**src/rtl/bsg_zynq_uart_host_bridge.sv**
```systemverilog
// Host-side AXI-lite to UART command bridge: serializes each request into a 5-byte packet
// and collects the 4-byte read response from the inbound byte stream.
module bsg_zynq_uart_host_bridge #(
    parameter int unsigned s_axil_addr_width_p = 32,
    parameter int unsigned s_axil_data_width_p = 32,
    parameter int unsigned timeout_p           = 65536
) (
    input  logic                                clk_i,
    input  logic                                reset_n_i,

    input  logic [s_axil_addr_width_p-1:0]      s_axil_awaddr_i,
    input  logic [2:0]                          s_axil_awprot_i,
    input  logic                                s_axil_awvalid_i,
    output logic                                s_axil_awready_o,

    input  logic [s_axil_data_width_p-1:0]      s_axil_wdata_i,
    input  logic [(s_axil_data_width_p/8)-1:0]  s_axil_wstrb_i,
    input  logic                                s_axil_wvalid_i,
    output logic                                s_axil_wready_o,

    output logic [1:0]                          s_axil_bresp_o,
    output logic                                s_axil_bvalid_o,
    input  logic                                s_axil_bready_i,

    input  logic [s_axil_addr_width_p-1:0]      s_axil_araddr_i,
    input  logic [2:0]                          s_axil_arprot_i,
    input  logic                                s_axil_arvalid_i,
    output logic                                s_axil_arready_o,

    output logic [s_axil_data_width_p-1:0]      s_axil_rdata_o,
    output logic [1:0]                          s_axil_rresp_o,
    output logic                                s_axil_rvalid_o,
    input  logic                                s_axil_rready_i,

    output logic [7:0]                          tx_data_o,
    output logic                                tx_v_o,
    input  logic                                tx_ready_and_i,

    input  logic [7:0]                          rx_data_i,
    input  logic                                rx_v_i,
    output logic                                rx_ready_and_o
);

    localparam int unsigned pkt_width_lp   = 40;
    localparam int unsigned cnt_width_lp   = 3;
    localparam int unsigned timer_width_lp = $clog2(timeout_p + 1);
    localparam logic [timer_width_lp-1:0] timer_last_lp = timer_width_lp'(timeout_p - 1);
    localparam logic [1:0] resp_okay_lp   = 2'b00;
    localparam logic [1:0] resp_slverr_lp = 2'b10;

    if (s_axil_data_width_p != 32) begin : g_bad_data_width
        $error("s_axil_data_width_p must be 32");
    end
    if (timeout_p < 1) begin : g_bad_timeout
        $error("timeout_p must be at least 1");
    end

    typedef enum logic [2:0] {
        e_idle,
        e_wr_send,
        e_wr_resp,
        e_rd_send,
        e_rd_recv,
        e_rd_resp
    } state_e;

    state_e                      state_r, state_n;
    logic [pkt_width_lp-1:0]     shift_r;
    logic [cnt_width_lp-1:0]     byte_cnt_r;
    logic [timer_width_lp-1:0]   timer_r;
    logic [31:0]                 rdata_r;
    logic [1:0]                  bresp_r;
    logic [1:0]                  rresp_r;

    logic wr_req_c, wr_full_c;
    logic wr_accept_c, rd_accept_c;
    logic tx_fire_c, tx_last_c;
    logic rx_fire_c, rx_last_c;
    logic rd_timeout_c;

    // Protection bits and untransported address bits are dropped on purpose.
    logic unused_c;
    assign unused_c = ^{s_axil_awprot_i, s_axil_arprot_i, s_axil_awaddr_i, s_axil_araddr_i};

    assign wr_full_c = (s_axil_wstrb_i == 4'hF);

    always_ff @(posedge clk_i or negedge reset_n_i) begin
        if (!reset_n_i) state_r <= e_idle;
        else            state_r <= state_n;
    end

    always_comb begin
        state_n          = state_r;
        s_axil_awready_o = 1'b0;
        s_axil_wready_o  = 1'b0;
        s_axil_arready_o = 1'b0;
        s_axil_bvalid_o  = 1'b0;
        s_axil_rvalid_o  = 1'b0;
        tx_v_o           = 1'b0;
        rx_ready_and_o   = 1'b0;
        wr_req_c         = s_axil_awvalid_i & s_axil_wvalid_i;
        wr_accept_c      = 1'b0;
        rd_accept_c      = 1'b0;
        tx_fire_c        = 1'b0;
        tx_last_c        = 1'b0;
        rx_fire_c        = 1'b0;
        rx_last_c        = 1'b0;
        rd_timeout_c     = 1'b0;

        case (state_r)
            // Ready outputs are held low while reset is asserted; a write beats a read.
            e_idle: begin
                s_axil_awready_o = wr_req_c & reset_n_i;
                s_axil_wready_o  = wr_req_c & reset_n_i;
                s_axil_arready_o = s_axil_arvalid_i & ~wr_req_c & reset_n_i;
                rx_ready_and_o   = reset_n_i;
                if (wr_req_c & reset_n_i) begin
                    wr_accept_c = 1'b1;
                    state_n     = wr_full_c ? e_wr_send : e_wr_resp;
                end else if (s_axil_arvalid_i & reset_n_i) begin
                    rd_accept_c = 1'b1;
                    state_n     = e_rd_send;
                end
            end
            e_wr_send, e_rd_send: begin
                tx_v_o    = 1'b1;
                tx_fire_c = tx_ready_and_i;
                if (tx_ready_and_i && byte_cnt_r == 3'd4) begin
                    tx_last_c = 1'b1;
                    state_n   = (state_r == e_wr_send) ? e_wr_resp : e_rd_recv;
                end
            end
            e_wr_resp: begin
                s_axil_bvalid_o = 1'b1;
                if (s_axil_bready_i) state_n = e_idle;
            end
            e_rd_recv: begin
                rx_ready_and_o = 1'b1;
                rx_fire_c      = rx_v_i;
                if (rx_v_i && byte_cnt_r == 3'd3) begin
                    rx_last_c = 1'b1;
                    state_n   = e_rd_resp;
                end else if (timer_r == timer_last_lp) begin
                    rd_timeout_c = 1'b1;
                    state_n      = e_rd_resp;
                end
            end
            e_rd_resp: begin
                s_axil_rvalid_o = 1'b1;
                if (s_axil_rready_i) state_n = e_idle;
            end
            default: state_n = e_idle;
        endcase
    end

    // Packet shifter, byte counter, read collector and response latches.
    always_ff @(posedge clk_i or negedge reset_n_i) begin
        if (!reset_n_i) begin
            shift_r    <= '0;
            byte_cnt_r <= '0;
            timer_r    <= '0;
            rdata_r    <= '0;
            bresp_r    <= '0;
            rresp_r    <= '0;
        end else begin
            if (wr_accept_c) begin
                bresp_r <= wr_full_c ? resp_okay_lp : resp_slverr_lp;
                if (wr_full_c) shift_r <= {s_axil_wdata_i[31:0], s_axil_awaddr_i[8:2], 1'b1};
            end
            if (rd_accept_c) shift_r <= {32'h0, s_axil_araddr_i[8:2], 1'b0};
            if (tx_fire_c) begin
                shift_r    <= {8'h00, shift_r[pkt_width_lp-1:8]};
                byte_cnt_r <= tx_last_c ? 3'd0 : byte_cnt_r + 3'd1;
            end
            if (rx_fire_c) begin
                rdata_r    <= {rx_data_i, rdata_r[31:8]};
                byte_cnt_r <= rx_last_c ? 3'd0 : byte_cnt_r + 3'd1;
            end
            if (rx_last_c) rresp_r <= resp_okay_lp;
            if (rd_timeout_c) begin
                rdata_r    <= '0;
                rresp_r    <= resp_slverr_lp;
                byte_cnt_r <= 3'd0;
            end
            timer_r <= (state_r == e_rd_recv) ? timer_r + timer_width_lp'(1) : '0;
        end
    end

    assign tx_data_o      = shift_r[7:0];
    assign s_axil_bresp_o = bresp_r;
    assign s_axil_rresp_o = rresp_r;
    assign s_axil_rdata_o = rdata_r;

endmodule

```
**config.mk**
```make
export PLATFORM = sky130hd
export DESIGN_NAME = bsg_zynq_uart_host_bridge
export DESIGN_NICKNAME = d
export VERILOG_FILES = /design/src/rtl/bsg_zynq_uart_host_bridge.sv
export SDC_FILE = /design/constraint.sdc
export NUM_CORES = 1
export LEC_CHECK = 0
export CORE_UTILIZATION = 44
export DETAILED_ROUTE_END_ITERATION = 12
export HOLD_SLACK_MARGIN = 0.02
export PLACE_DENSITY = 0.81
export REMOVE_ABC_BUFFERS = 1
export SETUP_SLACK_MARGIN = 0.02
export SYNTH_ARGS = -nofsm -noshare
export SYNTH_HDL_FRONTEND = slang
export SYNTH_SLANG_ARGS = --single-unit
```
**constraint.sdc**
```tcl
create_clock -name clk_i -period 2.75 [get_ports clk_i]
set_clock_uncertainty 0.2 [all_clocks]
set_input_delay 0.4125 -clock clk_i [delete_from_list [all_inputs] [get_ports clk_i]]
set_output_delay 0.4125 -clock clk_i [all_outputs]
set_load 0.03 [all_outputs]
```
# == Yosys cells after proc, flatten, opt, wreduce, memory -nomap -nowiden ==
# Index checks and enable logic that the tools add are counted.
# totals
inputBits,123
ff_bits,99
wordCells,85
out_inout_bits,51
# op_classes
n_eq_ne,14
add_sub_neg,2
bitwise,6
reduce_logical,11
n_mux,45
# op_table
operator,count
2-to-1 mux 40 bit,4
2-to-1 mux 32 bit,2
2-to-1 mux 3 bit,13
2-to-1 mux 1 bit,19
"adder 17 x 1 -> 17 bit, second input constant",1
"== test 17 x 16 -> 1 bit, second input constant",1
2-to-1 mux 17 bit,1
case mux 3 bit (5 select lines),1
"== test 3 x 2 -> 1 bit, second input constant",3
"== test 3 bit, second input constant",3
nonzero test 3 bit,3
2-to-1 mux 2 bit,4
"inequality test 2 bit, second input constant",3
"inequality test 3 bit, second input constant",2
bitwise AND 1 bit,5
AND reduction 5 bit,1
"== test 4 bit, second input constant",1
nonzero test 2 bit,2
"adder 3 x 1 -> 3 bit, second input constant",1
"== test 3 x 1 -> 1 bit, second input constant",1
logical NOT 3 bit,1
logical AND 1 bit,2
case mux 1 bit (2 select lines),1
AND reduction 2 bit,1
2 further kinds,2

# == Longest topological paths before layout ==
# logic_depth
word_depth,8
ltp_mapped,10

# == Least setup slack after synthesis ==
# Ideal clock, no wire load.
# synth_timing
kind,register -> register
startpoint,reg timer_r[0]
endpoint,reg rdata_r[0] (netlist: s_axil_rdata_o[0])
n_path_buf,1
t_arrival_ps,2098
synth_period_minus_slack_ps,2365
path_slack_ps,385
setup_time_ps,66
path_stages_with_launch,9
t_required_ps,2484
cell_sequence,dfrtp_1 ha_1 and4_1 nand4_1 nor2_1 ha_1 o21ai_1 clkbuf_1 a22o_1
# synth_between
elab_chain_cells,5
elab_cells_between_ends,6
# synth_lines
item,line,text
start: declaration,70,logic [timer_width_lp-1:0] timer_r;
start signal: assignment,185,timer_r <= (state_r == e_rd_recv) ? timer_r + timer_width_lp'(1) : '0;
== test 17 x 16 -> 1 bit *,143,end else if (timer_r == timer_last_lp) begin
2-to-1 mux 1 bit *,143,
2-to-1 mux 1 bit *,140,if (rx_v_i && byte_cnt_r == 3'd3) begin
2-to-1 mux 1 bit *,110,case (state_r)
2-to-1 mux 32 bit / nonzero test 2 bit (equally long branches),--,
end signal: assignment,176,"rdata_r <= {rx_data_i, rdata_r[31:8]};"
end: declaration,71,logic [31:0] rdata_r;
# Mark *: on every way between the ends. The rest lies on a longest branch, timed or not.
# A chain may end at the register's enable or synchronous reset.

# == Worst setup path after layout ==
# layout_timing
startpoint,reg timer_r[0]
endpoint,reg rdata_r[2] (netlist: s_axil_rdata_o[2])
# The elaborated chain is that of the path after synthesis.

==> out/results.ini <==
[die]
start_util = 0.463
dieArea_um2 = 10300
die_x_um = 102
ios = 174
coreArea_um2 = 9420
die_h_um = 102
rows = 35

[yosys]
ys_seq_area_frac = 0.556
synth_edf_count = 0
netlist_area_um2 = 4360
synth_seq_cells = 97
syn_inst = 401
synth.distinct_cells = 46
yosys_warnings = 0
synthFlopType = dfrtp_1
async_flop_share = 1.00
synth_area_leader_cell = dfrtp_1
postSynthAreaPerCell_um2 = 10.9
post-synth-top-area-fraction = 0.556
ys_top_cells_by_count = dfrtp_1, nand2_1, a22o_1, o21ai_0, nor2_1
yosys-top-cells-area = dfrtp_1, a22o_1, nand2_1
synth_most_common_cell = dfrtp_1

[route]
firstDrtPassIters = 4
routedWlPerCell_um = 16.0
drt-total-wl_um = 10200
antenna_left = 0
drt_iter0_drc = 217
vias = 3455
drc_errors = 0
via_per_inst = 5.42

[cells_and_area]
areaGrowthSynthToFinish_pct = 33.0
final_cells = 637
final_util = 0.616
drive_gt1_frac = 0.0886
nets = 633
n_antenna_cell = 0
stdcell_area_um2 = 5800

[hold_path]
hp-class = input pin to asynchronous set/reset pin

[pwr]
design_power_total_uw = 5310
peakVddDrop_mv = 0.622
power_density_nw_per_um2 = 915
p_leak_uw = 0.00250

[worst_setup_path]
cp_max_fo = 32
crit_path_end_kind = flip-flop
cp.required_ns = 2.84
critical_path_arrival_ns = 2.62
path_class = flip-flop to flip-flop
worstSetupStartpointType = flip-flop

[clock_tree]
htree_levels = 3
clkSinkCount = 97
clk_pin_slew_worst_paths_ns = 0.09
clockBufferDepth = 2
cts_tree = done
cts_setup_buffers = 0
cts_inserted_buffers = 9
clock-root-buffer = clkbuf_8
insertion_delay_ns = 0.35

[global_route]
antenna_found_initial = 0
gr-total-overflow = 0
grt.total_usage = 0.211
grt_pass1_wl_um = 16900
grt_max_degree = 83
grt_pass1_vias = 3496

[run]
maxCapViolations = 0

[timing]
rsz0062_at_grt = false
slew_headroom = 0.332
fmax_mhz = 396
slew_viol_final = 0
hold_ws_ns = 0.277
post-route-min-period_ns = 2.52
hold_violations = 0
setup_viol = 0
worst_pin_slew_ns = 1.00
finalCritPeriodShare = 0.918

[placed_design]
dp_cells = 622
port_buffers = 115
dp_hpwl_um = 7010
place_congestion = 0.798
placed_area_um2 = 5580

[run_status]
status = finished, final reports clean

==> worst max-delay path: stages (launching register included) <==
cell	delay, ns
dfrtp_1	0.42
ha_1	0.25
and4_1	0.27
nand4_1	0.15
nor2_1	0.07
ha_1	0.24
o21ai_2	0.26
buf_4	0.38
a22o_1	0.21
==> stage by stage <==
stage          setup slack [ns]  TNS, ns
3_5_place_dp              0.236        0
5_1_grt                  0.0570        0
3_3_place_gp              0.304        0
2_1_floorplan            -0.640   -17.86
6_report                  0.225        0
4_1_cts                  0.0694        0
==> timing repair <==
item	4_1_cts	5_1_grt
endpoints found under the setup margin	0	1
hold endpoints to repair	15	0
hold buffers	1	0
gates resized for setup	0	2
==> logic make-up after synthesis <==
kind of cell / count (synthesis) / share of synthesized area
flip-flops: 97 / 0.556
buffers and inverters: 44 / 0.0571
AND/OR/NAND/NOR: 115 / 0.129
AO/OA/AOI/OAI: 124 / 0.212
adder cells (fa/ha/maj): 5 / 0.0143
XOR/XNOR: 12 / 0.0241
other: 1 / 0.000860
multiplexers: 3 / 0.00688
==> layout by cell type, fill, tap and decap left out, types with 3 or more instances in the layout <==
| cell | Yosys | routed |
|---|---|---|
| a31oi_1 | 9 | 8 |
| dfrtp_1 | 97 | 97 |
| nand3_1 | 7 | 6 |
| and4_1 | 3 | 3 |
| nor2_1 | 23 | 22 |
| a22o_1 | 40 | 40 |
| a2bb2oi_1 | 22 | 22 |
| nor3_1 | 3 | 3 |
| clkbuf_8 | 0 | 9 |
| nand2_1 | 53 | 53 |
| nor3b_1 | 3 | 3 |
| a21oi_1 | 9 | 9 |
| mux2i_1 | 3 | 3 |
| o22ai_1 | 8 | 8 |
| inv_1 | 8 | 8 |
| xnor2_1 | 4 | 4 |
| xor2_1 | 8 | 8 |
| nand2b_1 | 3 | 3 |
| nand4_1 | 5 | 5 |
| o21ai_0 | 26 | 26 |
| ha_1 | 5 | 5 |
| clkdlybuf4s50_1 | 0 | 110 |
| buf_4 | 11 | 15 |
==> sequential cells by signal, indices dropped and copies added (netlist names) <==
name / cells
timer_r: 17
s_axil_rresp_o: 1
byte_cnt_r: 3
shift_r: 40
s_axil_rdata_o: 32
state_r: 3
s_axil_bresp_o: 1
==> path summary, 6_finish.rpt <==
path | startpoint | to | slack (ns) | depth (start not counted)
max | timer_r[0]$_DFF_PN0_ | s_axil_rdata_o[2]$_DFFE_PN0P_ | 0.23 | 8
min | reset_n_i | shift_r[13]$_DFFE_PN0P_ | 0.28 | 3
max reg2reg | timer_r[0]$_DFF_PN0_ | s_axil_rdata_o[2]$_DFFE_PN0P_ | 0.23 | 8
min reg2reg | byte_cnt_r[0]$_DFFE_PN0P_ | byte_cnt_r[0]$_DFFE_PN0P_ | 0.30 | 1
max in group asynchronous | reset_n_i | shift_r[9]$_DFFE_PN0P_ | 1.33 | 3
min in group clk_i | byte_cnt_r[0]$_DFFE_PN0P_ | byte_cnt_r[0]$_DFFE_PN0P_ | 0.30 | 1
==> area by class of cell <==
cell class / count / area, µm²
Clock buffer: 9 / 124
Clock inverter: 5 / 81.3
Fill cell: 776 / 3610
Inverter: 8 / 30.0
Multi-Input combinational cell: 261 / 1710
Sequential cell: 97 / 2430
Tap cell: 129 / 161
Timing Repair Buffer: 128 / 1260
==> report_power, final <==
| group | switching, µW | internal, µW | leakage (µW) |
|---|---|---|---|
| sequential | 315 | 1860 | 0.00125 |
| clock | 477 | 504 | 0.000102 |
| combinational | 1130 | 1030 | 0.00115 |
| total | 1920 | 3390 | 0.00250 |
==> layer usage <==
metal  part of all wire  wire [µm]  GRT usage
met5                  0          0          0
met3              0.058        594     0.0442
met1               0.45       4620      0.289
met4              0.018        184     0.0736
met2               0.47       4800      0.332
Note: power is estimated with default switching activity, not from simulation.
